`src/rtl/mem_arb_pkg.sv`:
```
// Shared types and constants for the CPU-to-DDR memory arbiter.
// Optional build macro used by the arbiter: MEM_ARB_ROUND_ROBIN_EN.
package mem_arb_pkg;

    typedef enum logic [1:0] {
        IDLE   = 2'd0,
        ISSUE  = 2'd1,
        RDWAIT = 2'd2,
        ACK    = 2'd3
    } state_t;

    localparam logic PORT_IF = 1'b0;
    localparam logic PORT_D  = 1'b1;

    localparam int LANES  = 4;
    localparam int LANE_W = 2;
    localparam int BE_W   = 16;

    // Byte enables covering one 32-bit lane of the 128-bit line.
    function automatic logic [BE_W-1:0] write_be(input logic [LANE_W-1:0] lane);
        return 16'h000F << {lane, 2'b00};
    endfunction

endpackage

```
`src/rtl/mem_arb_pick.sv`:
```
// Two-way requester picker for the memory arbiter.
// MEM_ARB_ROUND_ROBIN_EN defined: ties go to the port not served last.
// MEM_ARB_ROUND_ROBIN_EN undefined: the data port always wins ties.
module mem_arb_pick
    import mem_arb_pkg::*;
(
    input  logic if_req,
    input  logic d_req,
    input  logic last_grant,
    output logic winner,
    output logic valid
);

    // Choose the winning port among the active requests
    always_comb begin
        valid  = if_req | d_req;
        winner = PORT_D;
        if (if_req && d_req) begin
`ifdef MEM_ARB_ROUND_ROBIN_EN
            winner = (last_grant == PORT_D) ? PORT_IF : PORT_D;
`else
            winner = PORT_D;
`endif
        end else if (if_req) begin
            winner = PORT_IF;
        end else begin
            winner = PORT_D;
        end
    end

`ifndef MEM_ARB_ROUND_ROBIN_EN
    logic unused_s;
    assign unused_s = last_grant;
`endif

endmodule

```
`src/rtl/mem_arbiter.sv`:
```
// Shares one Avalon-MM DDR port (128-bit lines) between the CPU fetch port
// and the CPU load/store port. One transaction at a time, req/ack per port.
// Build macro: MEM_ARB_ROUND_ROBIN_EN selects round-robin tie breaking;
// without it the data port has fixed priority.
module mem_arbiter
    import mem_arb_pkg::*;
#(
    parameter int RAM_ADDR_W = 26,
    parameter int RAM_DATA_W = 128,
    parameter int ADDR_W     = 32,
    parameter int DATA_W     = 32
) (
    input  logic                  iCLK,
    input  logic                  iRST,
    input  logic                  if_req,
    input  logic [ADDR_W-1:0]     if_addr,
    output logic [DATA_W-1:0]     if_rdata,
    output logic                  if_ack,
    input  logic                  d_req,
    input  logic                  d_we,
    input  logic [ADDR_W-1:0]     d_addr,
    input  logic [DATA_W-1:0]     d_wdata,
    output logic [DATA_W-1:0]     d_rdata,
    output logic                  d_ack,
    output logic                  busy,
    input  logic                  avl_wait,
    input  logic                  avl_readdatavalid,
    input  logic [RAM_DATA_W-1:0] avl_readdata,
    output logic                  avl_read,
    output logic                  avl_write,
    output logic [RAM_ADDR_W-1:0] avl_address,
    output logic [RAM_DATA_W-1:0] avl_writedata,
    output logic [BE_W-1:0]       avl_byteenable
);

    state_t state_r, state_next_s;

    logic pick_valid_s, pick_id_s, last_grant_s;
    logic grant_r, we_r;
    logic [LANE_W-1:0] lane_r;

    logic              sel_we_s;
    logic [ADDR_W-1:0] sel_addr_s;
    logic [DATA_W-1:0] sel_wdata_s;
    logic [LANE_W-1:0] sel_lane_s;
    logic [DATA_W-1:0] rd_word_s;

    logic                  avl_read_next_s, avl_write_next_s;
    logic [RAM_ADDR_W-1:0] avl_address_next_s;
    logic [RAM_DATA_W-1:0] avl_writedata_next_s;
    logic [BE_W-1:0]       avl_byteenable_next_s;
    logic                  if_ack_next_s, d_ack_next_s;
    logic [DATA_W-1:0]     if_rdata_next_s, d_rdata_next_s;

    logic grant_now_s;
    assign grant_now_s = (state_r == IDLE) && pick_valid_s;

`ifdef MEM_ARB_ROUND_ROBIN_EN
    logic last_grant_r;

    // Remember the port served last so simultaneous requests alternate
    always_ff @(posedge iCLK or posedge iRST) begin
        if (iRST) begin
            last_grant_r <= PORT_D;
        end else if (grant_now_s) begin
            last_grant_r <= pick_id_s;
        end else begin
            last_grant_r <= last_grant_r;
        end
    end
    assign last_grant_s = last_grant_r;
`else
    assign last_grant_s = PORT_D;
`endif

    mem_arb_pick u_pick (
        .if_req     (if_req),
        .d_req      (d_req),
        .last_grant (last_grant_s),
        .winner     (pick_id_s),
        .valid      (pick_valid_s)
    );

    // Steer the winning requester's fields toward the grant latch
    always_comb begin
        if (pick_id_s == PORT_D) begin
            sel_we_s    = d_we;
            sel_addr_s  = d_addr;
            sel_wdata_s = d_wdata;
        end else begin
            sel_we_s    = 1'b0;
            sel_addr_s  = if_addr;
            sel_wdata_s = {DATA_W{1'b0}};
        end
    end

    assign sel_lane_s = sel_addr_s[3:2];
    assign rd_word_s  = avl_readdata[DATA_W*lane_r +: DATA_W];

    // Byte offset and bits above the line address are not used
    logic unused_s;
    assign unused_s = ^{sel_addr_s[1:0], sel_addr_s[ADDR_W-1:RAM_ADDR_W+4]};

    // Latch who was granted and the shape of its access
    always_ff @(posedge iCLK or posedge iRST) begin
        if (iRST) begin
            grant_r <= PORT_IF;
            we_r    <= 1'b0;
            lane_r  <= {LANE_W{1'b0}};
        end else if (grant_now_s) begin
            grant_r <= pick_id_s;
            we_r    <= sel_we_s;
            lane_r  <= sel_lane_s;
        end else begin
            grant_r <= grant_r;
            we_r    <= we_r;
            lane_r  <= lane_r;
        end
    end

    // State register
    always_ff @(posedge iCLK or posedge iRST) begin
        if (iRST) begin
            state_r <= IDLE;
        end else begin
            state_r <= state_next_s;
        end
    end

    // Next-state logic: grant, wait for acceptance, wait for read data, ack
    always_comb begin
        state_next_s = state_r;
        case (state_r)
            IDLE:    state_next_s = pick_valid_s ? ISSUE : IDLE;
            ISSUE: begin
                if (!avl_wait) begin
                    state_next_s = we_r ? ACK : RDWAIT;
                end else begin
                    state_next_s = ISSUE;
                end
            end
            RDWAIT:  state_next_s = avl_readdatavalid ? ACK : RDWAIT;
            ACK:     state_next_s = IDLE;
            default: state_next_s = IDLE;
        endcase
    end

    // Next values of the registered outputs for the current state
    always_comb begin
        avl_read_next_s       = avl_read;
        avl_write_next_s      = avl_write;
        avl_address_next_s    = avl_address;
        avl_writedata_next_s  = avl_writedata;
        avl_byteenable_next_s = avl_byteenable;
        if_ack_next_s         = 1'b0;
        d_ack_next_s          = 1'b0;
        if_rdata_next_s       = if_rdata;
        d_rdata_next_s        = d_rdata;
        case (state_r)
            IDLE: begin
                if (pick_valid_s) begin
                    avl_read_next_s       = ~sel_we_s;
                    avl_write_next_s      = sel_we_s;
                    avl_address_next_s    = sel_addr_s[RAM_ADDR_W+3:4];
                    avl_writedata_next_s  = {LANES{sel_wdata_s}};
                    avl_byteenable_next_s = sel_we_s ? write_be(sel_lane_s) : {BE_W{1'b1}};
                end else begin
                    avl_read_next_s  = 1'b0;
                    avl_write_next_s = 1'b0;
                end
            end
            ISSUE: begin
                if (!avl_wait) begin
                    avl_read_next_s  = 1'b0;
                    avl_write_next_s = 1'b0;
                    if (we_r) begin
                        if_ack_next_s = (grant_r == PORT_IF);
                        d_ack_next_s  = (grant_r == PORT_D);
                    end else begin
                        if_ack_next_s = 1'b0;
                        d_ack_next_s  = 1'b0;
                    end
                end else begin
                    avl_read_next_s  = avl_read;
                    avl_write_next_s = avl_write;
                end
            end
            RDWAIT: begin
                if (avl_readdatavalid) begin
                    if (grant_r == PORT_IF) begin
                        if_rdata_next_s = rd_word_s;
                        if_ack_next_s   = 1'b1;
                    end else begin
                        d_rdata_next_s  = rd_word_s;
                        d_ack_next_s    = 1'b1;
                    end
                end else begin
                    if_ack_next_s = 1'b0;
                    d_ack_next_s  = 1'b0;
                end
            end
            ACK: begin
                avl_read_next_s  = 1'b0;
                avl_write_next_s = 1'b0;
            end
            default: begin
                avl_read_next_s  = 1'b0;
                avl_write_next_s = 1'b0;
            end
        endcase
    end

    // Output registers; reset abandons any transaction in flight
    always_ff @(posedge iCLK or posedge iRST) begin
        if (iRST) begin
            avl_read       <= 1'b0;
            avl_write      <= 1'b0;
            avl_address    <= {RAM_ADDR_W{1'b0}};
            avl_writedata  <= {RAM_DATA_W{1'b0}};
            avl_byteenable <= {BE_W{1'b0}};
            if_ack         <= 1'b0;
            d_ack          <= 1'b0;
            if_rdata       <= {DATA_W{1'b0}};
            d_rdata        <= {DATA_W{1'b0}};
            busy           <= 1'b0;
        end else begin
            avl_read       <= avl_read_next_s;
            avl_write      <= avl_write_next_s;
            avl_address    <= avl_address_next_s;
            avl_writedata  <= avl_writedata_next_s;
            avl_byteenable <= avl_byteenable_next_s;
            if_ack         <= if_ack_next_s;
            d_ack          <= d_ack_next_s;
            if_rdata       <= if_rdata_next_s;
            d_rdata        <= d_rdata_next_s;
            busy           <= (state_next_s != IDLE);
        end
    end

endmodule
```
`config.mk`:
```
export PLATFORM = sky130hd
export DESIGN_NAME = mem_arbiter
export DESIGN_NICKNAME = d
export VERILOG_FILES = /design/src/rtl/mem_arb_pkg.sv /design/src/rtl/mem_arb_pick.sv /design/src/rtl/mem_arbiter.sv
export SDC_FILE = /design/constraint.sdc
export NUM_CORES = 1
export LEC_CHECK = 0
export CAP_MARGIN = 20
export CELL_PAD_IN_SITES_DETAIL_PLACEMENT = 1
export CELL_PAD_IN_SITES_GLOBAL_PLACEMENT = 1
export CORE_AREA = 2 2 182 184
export CTS_CLUSTER_DIAMETER = 120
export DETAILED_ROUTE_END_ITERATION = 8
export DIE_AREA = 0 0 184 186
export MAX_ROUTING_LAYER = met4
export PLACE_DENSITY_LB_ADDON = 0.1
export SLEW_MARGIN = 20
export SYNTH_ARGS = -nofsm -noshare
export SYNTH_HDL_FRONTEND = slang
export SYNTH_SLANG_ARGS = --single-unit
```
`constraint.sdc`:
```
create_clock -name iCLK -period 10.59 [get_ports iCLK]
set_clock_uncertainty 0.15 [all_clocks]
set_input_delay 3.177 -clock iCLK [delete_from_list [all_inputs] [get_ports iCLK]]
set_output_delay 3.177 -clock iCLK [all_outputs]
set_load 0.005 [all_outputs]
```
* After elaboration in Yosys (flattened, before gate mapping)
Index checks and enable logic that the tools add are counted.
** Word-level totals
- Flip-flop bits (word level) :: 245
- Input bits :: 231
- Output and inout port bits :: 239
- Logic and storage cells :: 58
** Cells by class
- Equality and inequality tests :: 4
- Shift-type cells :: 2
- Muxes and demuxes :: 26
- Bitwise operators :: 3
- Reduce and logical (&&, ||, !) cells :: 9
** Operators with widths (number)
- $shiftx 128x8->32 :: 1
- $mux 32 :: 1
- $mux 30 :: 1
- $mux 1 :: 17
- $mux 16 :: 1
- $shl 4x4->16 const A :: 1
- $pmux 2 s4 :: 1
- $pmux 1 s3 :: 2
- $reduce_and 3->1 :: 2
- $eq 2x2->1 const B :: 2
- $pmux 1 s2 :: 2
- $reduce_and 2->1 :: 2
- $reduce_bool 3->1 :: 1
- $eq 2x1->1 const B :: 1
- $logic_and 1x1->1 :: 2
- $logic_not 2->1 :: 1
- $mux 2 :: 1
- $ne 2x2->1 const B :: 1
- $not 1->1 :: 2
- $reduce_bool 2->1 :: 1
- $or 1x1->1 :: 1

* Logic depth before layout (Yosys ltp)
Gate-level depths: netlist of run 1.
- Word-level depth :: 6
- Depth in mapped cells :: 8
- Depth with buffers taken out :: 5

* Cells and area by module
Synthesis of run 1 repeated with hierarchy kept, for this count alone.
** Second synthesis, totals
- Cell total of the unflattened synthesis :: 721
- Area total of the unflattened synthesis :: 7338.3 um2
** Modules (own cells, without submodules)
- mem_arbiter :: instances 1, cells each 719, area each 7325.8 um2, sequential area each 3428.3 um2
- mem_arb_pick :: instances 1, cells each 2, area each 12.5 um2, sequential area each 0.0 um2

* Worst setup path before layout of run 1
Ideal clock, no wire load.
- Path type :: input-to-reg
- From :: input port d_req
- To :: register avl_byteenable[11]
- Library setup time :: 0.121 ns
- Arrival :: 3.944 ns
- Required time :: 10.319 ns
- Setup slack :: 6.374 ns
- Cell stages on the path :: 5
- Path buffers :: 3
- Cell sequence :: buf_4 o21a_1 buf_2 buf_2 o22a_1
** On the way
- Word-level cells in the longest chain between the ends :: 5
- Elaborated cells on any way between the ends :: 8
- Those cells by class :: shift (1); mux (4); bitwise (1); reduce/logical (2)
** RTL lines
- start, declared :: line mem_arbiter.sv:19 : input logic d_req,
- $logic_and 1x1->1 :: line mem_arb_pick.sv:18 : if (if_req && d_req) begin
- $mux 1 :: line mem_arb_pick.sv:18
- $mux 30 :: line mem_arbiter.sv:86 : if (pick_id_s == PORT_D) begin
- $shl 4x4->16 :: line mem_arb_pkg.sv:21 : return 16'h000F << {lane, 2'b00};
- $mux 16 :: line mem_arbiter.sv:166 : avl_byteenable_next_s = sel_we_s ? write_be(sel_lane_s) : {BE_W{1'b1}};
- end signal, assigned :: line mem_arbiter.sv:220 : avl_byteenable <= {BE_W{1'b0}};
- end signal, assigned :: line mem_arbiter.sv:231 : avl_byteenable <= avl_byteenable_next_s;
- end, declared :: line mem_arbiter.sv:33 : output logic [BE_W-1:0] avl_byteenable
Parallel ways exist; a longest one is shown, timed or not.
A chain may end at the register's enable or synchronous reset.

==> results of run 1 <==
## area by class of cell
cell class,instances,area (µm²),share of cell area [%]
Timing Repair Buffer,475,4720,39.9
Antenna cell,1,2.50,0.0212
Inverter,3,16.3,0.138
Sequential cell,137,3430,29.0
Clock inverter,12,116,0.985
Multi-Input combinational cell,381,2580,21.8
Clock buffer,19,443,3.75
Tap cell,408,510,4.32
## state kept, by name, summed over array words and instances, names as in the netlist
name / flops
if_rdata: 32
lane_r: 2
d_ack: 1
avl_read: 1
grant_r: 1
avl_byteenable: 4
state_r: 2
d_rdata: 32
avl_write: 1
busy: 1
avl_writedata: 32
avl_address: 26
if_ack: 1
we_r: 1
## path summary, 6_finish.rpt
check | startpoint | endpoint | slack, ns | cells past startpoint
setup / recovery | iRST | lane_r[1]$_DFFE_PP0P_ | 5.80 | 3
hold / removal | if_rdata[8]$_DFFE_PP0P_ | if_rdata[8]$_DFFE_PP0P_ | 0.33 | 2
setup reg to reg | lane_r[1]$_DFFE_PP0P_ | d_rdata[28]$_DFFE_PP0P_ | 8.28 | 3
hold reg to reg | if_rdata[8]$_DFFE_PP0P_ | if_rdata[8]$_DFFE_PP0P_ | 0.33 | 2
max in group iCLK | d_req | avl_address[7]$_DFFE_PP0P_ | 5.80 | 6
min in group asynchronous | iRST | avl_writedata[106]$_DFFE_PP0P_ | 3.16 | 2
## Yosys cell counts, drive strengths merged, types with 2 or more instances
master / instances / area [µm²]
dfrtp: 137 / 3430
buf: 134 / 961
nand2: 124 / 465
mux2i: 64 / 641
o221ai: 64 / 561
a32o: 33 / 330
nor2: 33 / 124
a31oi: 28 / 175
clkbuf: 26 / 97.6
ha: 5 / 62.6
nor2b: 4 / 25.0
inv: 3 / 11.3
nand3: 3 / 15.0
o22a: 3 / 26.3
a21oi: 2 / 10.0
a22o: 2 / 17.5
a22oi: 2 / 15.0
nand4b: 2 / 17.5
o21ai: 2 / 13.8
## where the power goes
group          total (mW)  internal [mW]  switching [mW]
combinational        1.67           1.04           0.631
sequential          0.970          0.766           0.204
clock               0.576          0.331           0.245
## worst min-delay path: stages (launching register included)
cell      delay, ns
dfrtp_1        0.34
nand2_1        0.05
o221ai_1       0.06
## kinds of logic after synthesis
group | after synthesis | synth area share [%]
simple gates | 173 | 9.84
buf+inv | 163 | 15.1
compound gates | 138 | 16.5
flops | 137 | 48.5
mux | 65 | 9.22
fa+ha+maj | 5 | 0.885
## routing by layer
metal / global-route usage [%] / vias to the layer above
li1: - / 3031
met1: 17.7 / 3185
met2: 28.8 / 242
met3: 5.81 / 23
met4: 4.13 / 0
met5: - / -
==> metrics.md, run 1 <==
| Metric | Value |
|---|---|
| # resized after CTS | 0 |
| Post-route worst setup slack | 5.80 ns |
| CP startpoint kind | primary input |
| Top sig layer | met4 |
| Ys async rst share | 100% |
| Clock-pin slew on the worst setup and hold paths | 0.06 ns |
| Synth unique cells | 31 |
| CP max FO | between 80 and 90 |
| Slew Viols, Final | 0 |
| Crit path capture type | async pin |
| All-Layer GR Usage | between 15 and 20% |
| Wire length on met2 | 14.5 mm |
| CP max-delay cell | buf_4 |
| Final setup viols | 0 |
| WHS | 0.335 ns |
| Achievable Freq | 0.209 GHz |
| Fillcell total | 3,525 |
| # hold bufs at CTS | 0 |
| Die width | 184 µm |
| Drt first pass iters | 4 |
| Sum of buffers and inverters on the critical path | 3 |
| Number of synthesized register bits | 137 |
| Final instance area | 11,800 µm² |
| Routed vias | 6,481 |
| H-tree Lvls | 4 |
| Placed cell count | 1,404 |
| Cell Chain, Critical Path | clkdlybuf4s50_1 -> inv_6 -> buf_4 |
| DP HPWL | 20.6 mm |
| Syn Area/Cell | 10.4 µm² |
| Routed wire length | about 28 mm |
| Critical Path AT | 5.02 ns |
| Root buf cell | clkbuf_16 |
| Final Cycle Share | 45.2% |
| Slew headroom | 37.6% |
| Initial DRC count | 217 |
| Status | finished clean |
| Mapped Nets | between 900 and 1k |
| Total core area | 32,200 µm² |
| Post-place instance area | around 11,000 µm² |
| PortBufs | 461 |
| Seq/Total Area, Yosys | roughly 48% |
| DRT met1 WL | 10.8 mm |
| Routed Antenna Nets | 0 |
| Num CTS Buffers | 17 |
| Number of antenna violations at the first check in global routing | 1 |
| Worst slack, placed | 5.17 ns |
| Vias in the first global route | 6,849 |
| PwrDens | 272 nW/µm² |
| Die ar. | 34,200 µm² |
| Wire length on met3 | 2.41 mm |
| Io pins | 470 |
| CTS Buffer Depth | 2 |
| Synth warnings | 0 |
| TritonCTS clock tree | yes |
| Most common cell after layout, fill and taps aside | clkdlybuf4s50_1 |
| Post-CTS Setup Bufs | 0 |
| NumNets Final | 1,251 |
| Final core utilization | 36.7% |
| Total clock sinks | roughly 140 |
| RSZ-0062 raised after global routing | no |
| Post-Synthesis Cells | about 680 |
| Req. time, crit path | about 11 ns |
| Final setup TNS | 0 ns |
| Hold WC Path Type | register to register |
| Total power | 3.22 mW |
| Final Hold Fails | 0 |
| Ys flop type | dfrtp_1 |
| Max-cap viol count | 0 |
| Most frequent cells in the layout | 461 x clkdlybuf4s50_1, 136 x dfrtp_1, 124 x nand2_1 |
| Layout cell share with drive strength beyond 1 | under 10% |
| Largest net degree at the start of global routing | 85 |
| DRC | 0 |
| Worst Max-Slew Pin Slew | just over 0.9 ns |
| Post-DR vias/cell | 4.51 |
| Layout Area Growth over Synthesis | 67.1% |
| Pleak | 4.93 nW |
| Routability congestion estimate | 0.719 |
| Top delay family on crit path | buffers and inverters |
| Die Span Y | 186 µm |
| Synthesized area | 7070 µm² |
| Starting Density | about 22% |
| Worst Setup Path Type | primary input to async pin |
| Crit path time final | approximately 4.8 ns |
| Cell row count | 66 |
| VDD IR-drop max | between 100 and 150 µV |
| Post-synth EDFFs | 0 |
| Max stage delay on crit path | 0.73 ns |
| Clk Latency, worst-skew pair | ~0.41 ns |
| DR WL/cell | 19.6 µm |
| GRT overflow | 0 |
| First-pass GRT wire length | 41.0 mm |
| Finished Layout Cells | 1,436 |
(Power assumes the default switching activity.)
==> run 2, diff against run 1 <==
Settings changed: CORE_AREA 2 2 182 184 to 2 2 184 186, DIE_AREA 0 0 184 186 to 0 0 186 188.
Clock period 10.59 ns to 4.8 ns, I/O delays scaled along.
==> run 2 against run 1 <==
  * Cell count rose by 2.7%
  * Count of clock-buffer cells in the layout stayed put
  * Register-to-register slack worse by 5.9 ns
  * Worst setup slack got worse by 4.0 ns
  * Non-clock buffer count did not move
  * Utilization decreased by 0.75 points
  * Clock power grew 130%
  * Largest power group unchanged
  * Sequential cell count unchanged
  * Sequential share of layout area down 0.21 points
  * Total power up 120%
  * Combinational power is 120% higher
  * Final area grew 0.72%
==> metrics.md, run 2 (synthesis results as in run 1) <==
| Metric | Value |
|---|---|
| DP HPWL | 20.6 mm (+0.19%) |
| Worst Setup Path Type | register to output pin |
| Pleak | 4.94 nW (+0.28%) |
| Crit path depth | 1 (-2) |
| VDD IR-drop max | 251 µV (+140%) |
| Die ar. | 35,000 µm² (+2.2%) |
| Final Cycle Share | between 60% and 70% |
| # resized after CTS | 0 (unchanged) |
| Req. time, crit path | 3.21 ns (-7.61 ns) |
| Root buf cell | clkbuf_16 |
| Seq pwr share | 30.9% (+0.8 points) |
| Post-place instance area | 11,300 µm² (+0.54%) |
| Register-to-Register Path Depth | 3 (unchanged) |
| Sw frac | 33.5% (-0.10 points) |
| Slew headroom | 40.6% (+2.9 points) |
| Total core area | 33,100 µm² (+2.8%) |
| Final Hold Fails | 0 (unchanged) |
| PortBufs | 461 (unchanged) |
| Routed vias | 6,477 (-0.062%) |
| PwrDens | 602 nW/µm² (+120%) |
| Biggest regs | avl_writedata x32, d_rdata x32, if_rdata x32 |
| Area of the multi-input gates | 2580 µm² (unchanged) |
| Worst Max-Slew Pin Slew | 0.892 ns (-0.0441 ns) |
| Hold path depth | 2 (unchanged) |
| Achievable Freq | 0.332 GHz |
| Cell row count | 67 (+1.5%) |
| Clk Latency, worst-skew pair | 0.42 ns (about the same) |
| Die Span Y | 188 µm (+1.1%) |
| First-pass GRT wire length | 42.3 mm (+3.1%) |
| Die width | 186 µm (+1.1%) |
| Ant diodes | 0 (-1) |
| Net Sw Power | 2.40 mW (+120%) |
| Num CTS Buffers | 17 (unchanged) |
| Drt first pass iters | 4 (unchanged) |
| Number of antenna violations at the first check in global routing | 0 (-1) |
| Vias in the first global route | 6,985 (+2.0%) |
| NumNets Final | 1,251 (unchanged) |
| Final instance area | 11,900 µm² (+0.72%) |
| Critical Path AT | 1.42 ns (-3.60 ns) |
| Sum of buffers and inverters on the critical path | 1 (-2) |
| DRC | 0 (unchanged) |
| CTS Buffer Depth | 2 (unchanged) |
| Final setup TNS | 0 ns (unchanged) |
| Total clock sinks | 137 (unchanged) |
| Hold WC Path Type | register to register |
| Crit path capture type | output pin |
| Io pins | 470 (unchanged) |
| Clock-pin slew on the worst setup and hold paths | 0.06 ns (about the same) |
| Post-CTS Setup Bufs | 0 (unchanged) |
| H-tree Lvls | 4 (unchanged) |
| DR WL/cell | 19.4 µm (-1.1%) |
| Most common cell after layout, fill and taps aside | clkdlybuf4s50_1 |
| Routability congestion estimate | 0.720 (+0.17%) |
| Clk pwr share | 18.7% (+0.8 points) |
| Post-DR vias/cell | 4.39 (-2.7%) |
| RSZ-0062 raised after global routing | no |
| Slew Viols, Final | 0 (unchanged) |
| Max stage delay on crit path | 0.55 ns (-0.18 ns) |
| Routed wire length | 28.6 mm (+1.6%) |
| Total power | 7.16 mW (+120%) |
| # hold bufs at CTS | 0 (unchanged) |
| CP max FO | 5 (-94%) |
| Status | finished clean |
| Placed cell count | 1,444 (+2.8%) |
| Fillcell total | 3,676 (+4.3%) |
| Layout cell share with drive strength beyond 1 | 4.97% (unchanged) |
| Starting Density | 21.4% (-0.60 points) |
| Cell Chain, Critical Path | clkdlybuf4s50_1 |
| TritonCTS clock tree | yes |
| Top delay family on crit path | buffers and inverters |
| CP max-delay cell | clkdlybuf4s50_1 |
| Routed Antenna Nets | 0 (unchanged) |
| Initial DRC count | 208 (-4.1%) |
| GRT overflow | 0 (unchanged) |
| Crit path time final | 3.01 ns |
| CP startpoint kind | register |
| FF+latch area | 3430 µm² (unchanged) |
| Max-cap viol count | 0 (unchanged) |
| Final setup viols | 0 (unchanged) |
| Layout Area Growth over Synthesis | 68.3% |
| Internal power | 4.76 mW (+120%) |
| All-Layer GR Usage | 16.4% (about the same) |
| Part of the power in combinational logic | 50.4% (-1.5 points) |
| Most frequent cells in the layout | 461 x clkdlybuf4s50_1, 136 x dfrtp_1, 124 x nand2_1 |
| Finished Layout Cells | 1,475 (+2.7%) |
| Largest net degree at the start of global routing | 138 (+62%) |
run 2: cell type report:
type | count | share of cell area [%]
Multi-Input combinational cell | 381 | 21.7
Timing Repair Buffer | 475 | 39.8
Sequential cell | 137 | 28.8
Clock buffer | 19 | 3.72
Inverter | 3 | 0.126
Tap cell | 448 | 4.71
Clock inverter | 12 | 1.20
run 2: worst paths after layout:
path	startpoint	to	slack (ns)
worst max-delay path	avl_writedata[110]$_DFFE_PP0P_	avl_writedata[14]	1.79
worst min-delay path	if_rdata[23]$_DFFE_PP0P_	if_rdata[23]$_DFFE_PP0P_	0.34
worst max register to register	lane_r[1]$_DFFE_PP0P_	d_rdata[23]$_DFFE_PP0P_	2.43
worst min register to register	if_rdata[23]$_DFFE_PP0P_	if_rdata[23]$_DFFE_PP0P_	0.34
max in group asynchronous	iRST	lane_r[1]$_DFFE_PP0P_	2.38
min in group asynchronous	iRST	avl_writedata[103]$_DFFE_PP0P_	1.47
run 2: power groups by stage:
stage	clock network, mW	registers [mW]	logic (mW)
floorplan	0	2.10	1.89
global placement	0	2.23	3.68
detailed placement	0	2.26	3.69
CTS	1.39	2.24	3.70
global route	1.44	2.32	3.92
finish	1.34	2.22	3.61
run 2: metrics by stage:
step,setup slack [ns],hold WS (ns),util (%)
detailed placement,1.50,0.324,34.2
global placement,1.53,0.318,34.2
CTS,1.73,0.343,35.9
floorplan,1.50,0.315,-
global route,1.69,0.360,35.9
finish,1.79,0.337,35.9
run 2: tightest hold or removal path, delay by kind of cell (launching register included):
family,cells,cell delay [ns]
AND/OR/NAND/NOR,1,0.05
AO/OA/AOI/OAI,1,0.06
flip-flops,1,0.34
run 2: layer usage:
layer | track usage, % | routed length (µm) | up-vias
met5 | - | 0 | -
met4 | 3.06 | 314 | 0
met3 | 6.04 | 2520 | 17
met2 | 29.1 | 14700 | 256
met1 | 17.5 | 11100 | 3179
li1 | - | - | 3025
==> run 3, diff against run 2 <==
Settings changed: CORE_AREA 2 2 184 186 to default, CORE_ASPECT_RATIO from default to 0.7, CORE_UTILIZATION from default to 23, DIE_AREA 0 0 186 188 to default.
Clock period 4.8 ns to 2.7 ns, I/O delays scaled along.
==> run 3 against run 2 <==
  * Via count up 0.97%
  * Critical path depth unchanged
  * Sequential power is 75% higher
  * Cell count decreased by 2.1%
  * Wire length up 2.0%
  * Critical path type unchanged
  * First-iteration DRC count increased by 18%
  * Global-route usage grew 2.4 points
==> metrics.md, run 3 (synthesis results as in run 1) <==
| Metric | Value |
|---|---|
| Max stage delay on crit path | 0.57 ns (+0.02 ns) |
| Largest net degree at the start of global routing | 69 (-50%) |
| Hold path depth | 2 (unchanged) |
| Hold WC Path Type | register to register |
| Die ar. | 31,500 µm² (-10%) |
| RR Startpoint | lane_r[1]$_DFFE_PP0P_ |
| Post-route worst setup slack | 0.293 ns (-1.49 ns) |
| FF-to-FF setup slack | 0.76 ns (-1.67 ns) |
| PwrDens | 1090 nW/µm² (+81%) |
| Critical Path AT | 1.45 ns (+0.03 ns) |
| Final Hold Fails | 0 (unchanged) |
| Initial DRC count | 245 (+18%) |
| All-Layer GR Usage | 18.8% (+2.4 points) |
| Root buf cell | clkbuf_16 |
| Slew headroom | 68.8% (+28 points) |
| Die width | 212 µm (+14%) |
| Routed wire length | 29.2 mm (+2.0%) |
| Biggest regs | avl_writedata x32, d_rdata x32, if_rdata x32 |
| Num CTS Buffers | 17 (unchanged) |
| DRC | 0 (unchanged) |
| TritonCTS clock tree | yes |
| Routed Antenna Nets | 0 (unchanged) |
| WHS | 0.339 ns (+0.00162 ns) |
| Worst Max-Slew Pin Slew | 0.455 ns (-0.437 ns) |
| Crit path capture type | output pin |
| Ant diodes | 0 (unchanged) |
| Top delay family on crit path | buffers and inverters |
| # hold bufs at CTS | 0 (unchanged) |
| VDD IR-drop max | 374 µV (+49%) |
| CP max-delay cell | clkdlybuf4s50_1 |
| Most common cell after layout, fill and taps aside | clkdlybuf4s50_1 |
| Cell Chain, Critical Path | clkdlybuf4s50_1 |
| Die Span Y | 149 µm (-21%) |
| Achievable Freq | 0.415 GHz |
| Finished Layout Cells | 1,444 (-2.1%) |
| Most frequent cells in the layout | 461 x clkdlybuf4s50_1, 136 x dfrtp_1, 124 x nand2_1 |
| Post-DR vias/cell | 4.53 (+3.1%) |
| Pleak | 5.04 nW (+1.9%) |
| NumNets Final | 1,255 (+0.32%) |
| Io pins | 470 (unchanged) |
| Clk Latency, worst-skew pair | 0.42 ns (about the same) |
| Max-cap viol count | 0 (unchanged) |
| Crit path time final | 2.41 ns |
| Layout Area Growth over Synthesis | 70.2% |
| PortBufs | 461 (unchanged) |
| Register-to-Register Path Depth | 3 (unchanged) |
| Worst slack, placed | 0.187 ns (-1.31 ns) |
| Hold Path End | d_rdata[17]$_DFFE_PP0P_ |
| Slew Viols, Final | 0 (unchanged) |
| Final setup TNS | 0 ns (unchanged) |
| DR WL/cell | 20.2 µm (+4.2%) |
| Starting Density | 23.5% (+2.1 points) |
| Worst Setup Path Type | register to output pin |
| Clock-pin slew on the worst setup and hold paths | 0.06 ns (about the same) |
| Total power | 13.1 mW (+83%) |
| CP max FO | 5 (unchanged) |
| Worst hold start | d_rdata[17]$_DFFE_PP0P_ |
| GRT overflow | 0 (unchanged) |
| Crit Reg-Reg Endpoint | if_rdata[12]$_DFFE_PP0P_ |
| H-tree Lvls | 4 (unchanged) |
| Number of antenna violations at the first check in global routing | 0 (unchanged) |
| Sum of buffers and inverters on the critical path | 1 (unchanged) |
| Cell row count | 53 (-21%) |
| Final Cycle Share | approximately nine tenths |
| RSZ-0062 raised after global routing | no |
| Total clock sinks | 137 (unchanged) |
| # resized after CTS | 0 (unchanged) |
| CTS Buffer Depth | 2 (unchanged) |
| Routed vias | 6,540 (+0.97%) |
| Status | finished clean |
| Total core area | 30,100 µm² (-9.1%) |
| Placed cell count | 1,412 (-2.2%) |
| Req. time, crit path | 1.74 ns (-1.47 ns) |
| Routability congestion estimate | 0.752 (+4.5%) |
| CP startpoint kind | register |
| Layout cell share with drive strength beyond 1 | 5.43% (+0.46 points) |
| DP HPWL | 21.4 mm (+3.8%) |
| Drt first pass iters | 4 (unchanged) |
| Post-CTS Setup Bufs | 0 (unchanged) |
| Vias in the first global route | 6,822 (-2.3%) |
| First-pass GRT wire length | 42.9 mm (+1.4%) |
| Final setup viols | 0 (unchanged) |
==> run 3: metrics by stage <==
stage | cell area, µm² | util, %
2_1_floorplan | 7080 | -
3_3_place_gp | 11400 | 37.9
3_5_place_dp | 11400 | 37.9
4_1_cts | 12000 | 40.0
5_1_grt | 12000 | 40.0
6_report | 12000 | 40.0
==> run 3: how the worst max path moves through the flow <==
stage	startpoint	end	slack, ns	cells after the start
after floorplan	iRST	avl_address[0]$_DFFE_PP0P_	0.03	1
after global placement	d_req	avl_byteenable[3]$_DFFE_PP0P_	0.21	4
after detailed placement	d_req	avl_byteenable[3]$_DFFE_PP0P_	0.19	4
after CTS	avl_byteenable[11]$_DFFE_PP0P_	avl_byteenable[10]	0.25	1
after global routing	avl_writedata[108]$_DFFE_PP0P_	avl_writedata[108]	0.22	1
final	avl_writedata[108]$_DFFE_PP0P_	avl_writedata[108]	0.29	1
==> run 3: final cells by class <==
type | instances | area [µm²]
inverters | 3 | 15.0
flip-flops and latches | 137 | 3430
clock buffers | 18 | 429
clock inverters | 14 | 194
repair buffers | 479 | 4870
well taps | 412 | 515
multi-input cells | 381 | 2580
fillers | 3357 | 18100
==> run 3: where the power goes <==
group	total (mW)	switching [mW]	leakage (nW)	internal [mW]
combinational	6.64	2.49	3.05	4.15
clock	2.56	1.01	0.301	1.56
sequential	3.88	0.877	1.69	3.00
==> run 3: per-layer routing <==
metal | vias to the layer above | track usage [%] | part of all wire, %
met1 | 3251 | 21.6 | 41
li1 | 3030 | - | -
met5 | - | - | 0
met3 | 19 | 6.69 | 8.4
met2 | 240 | 31.4 | 49
met4 | 0 | 4.38 | 0.91
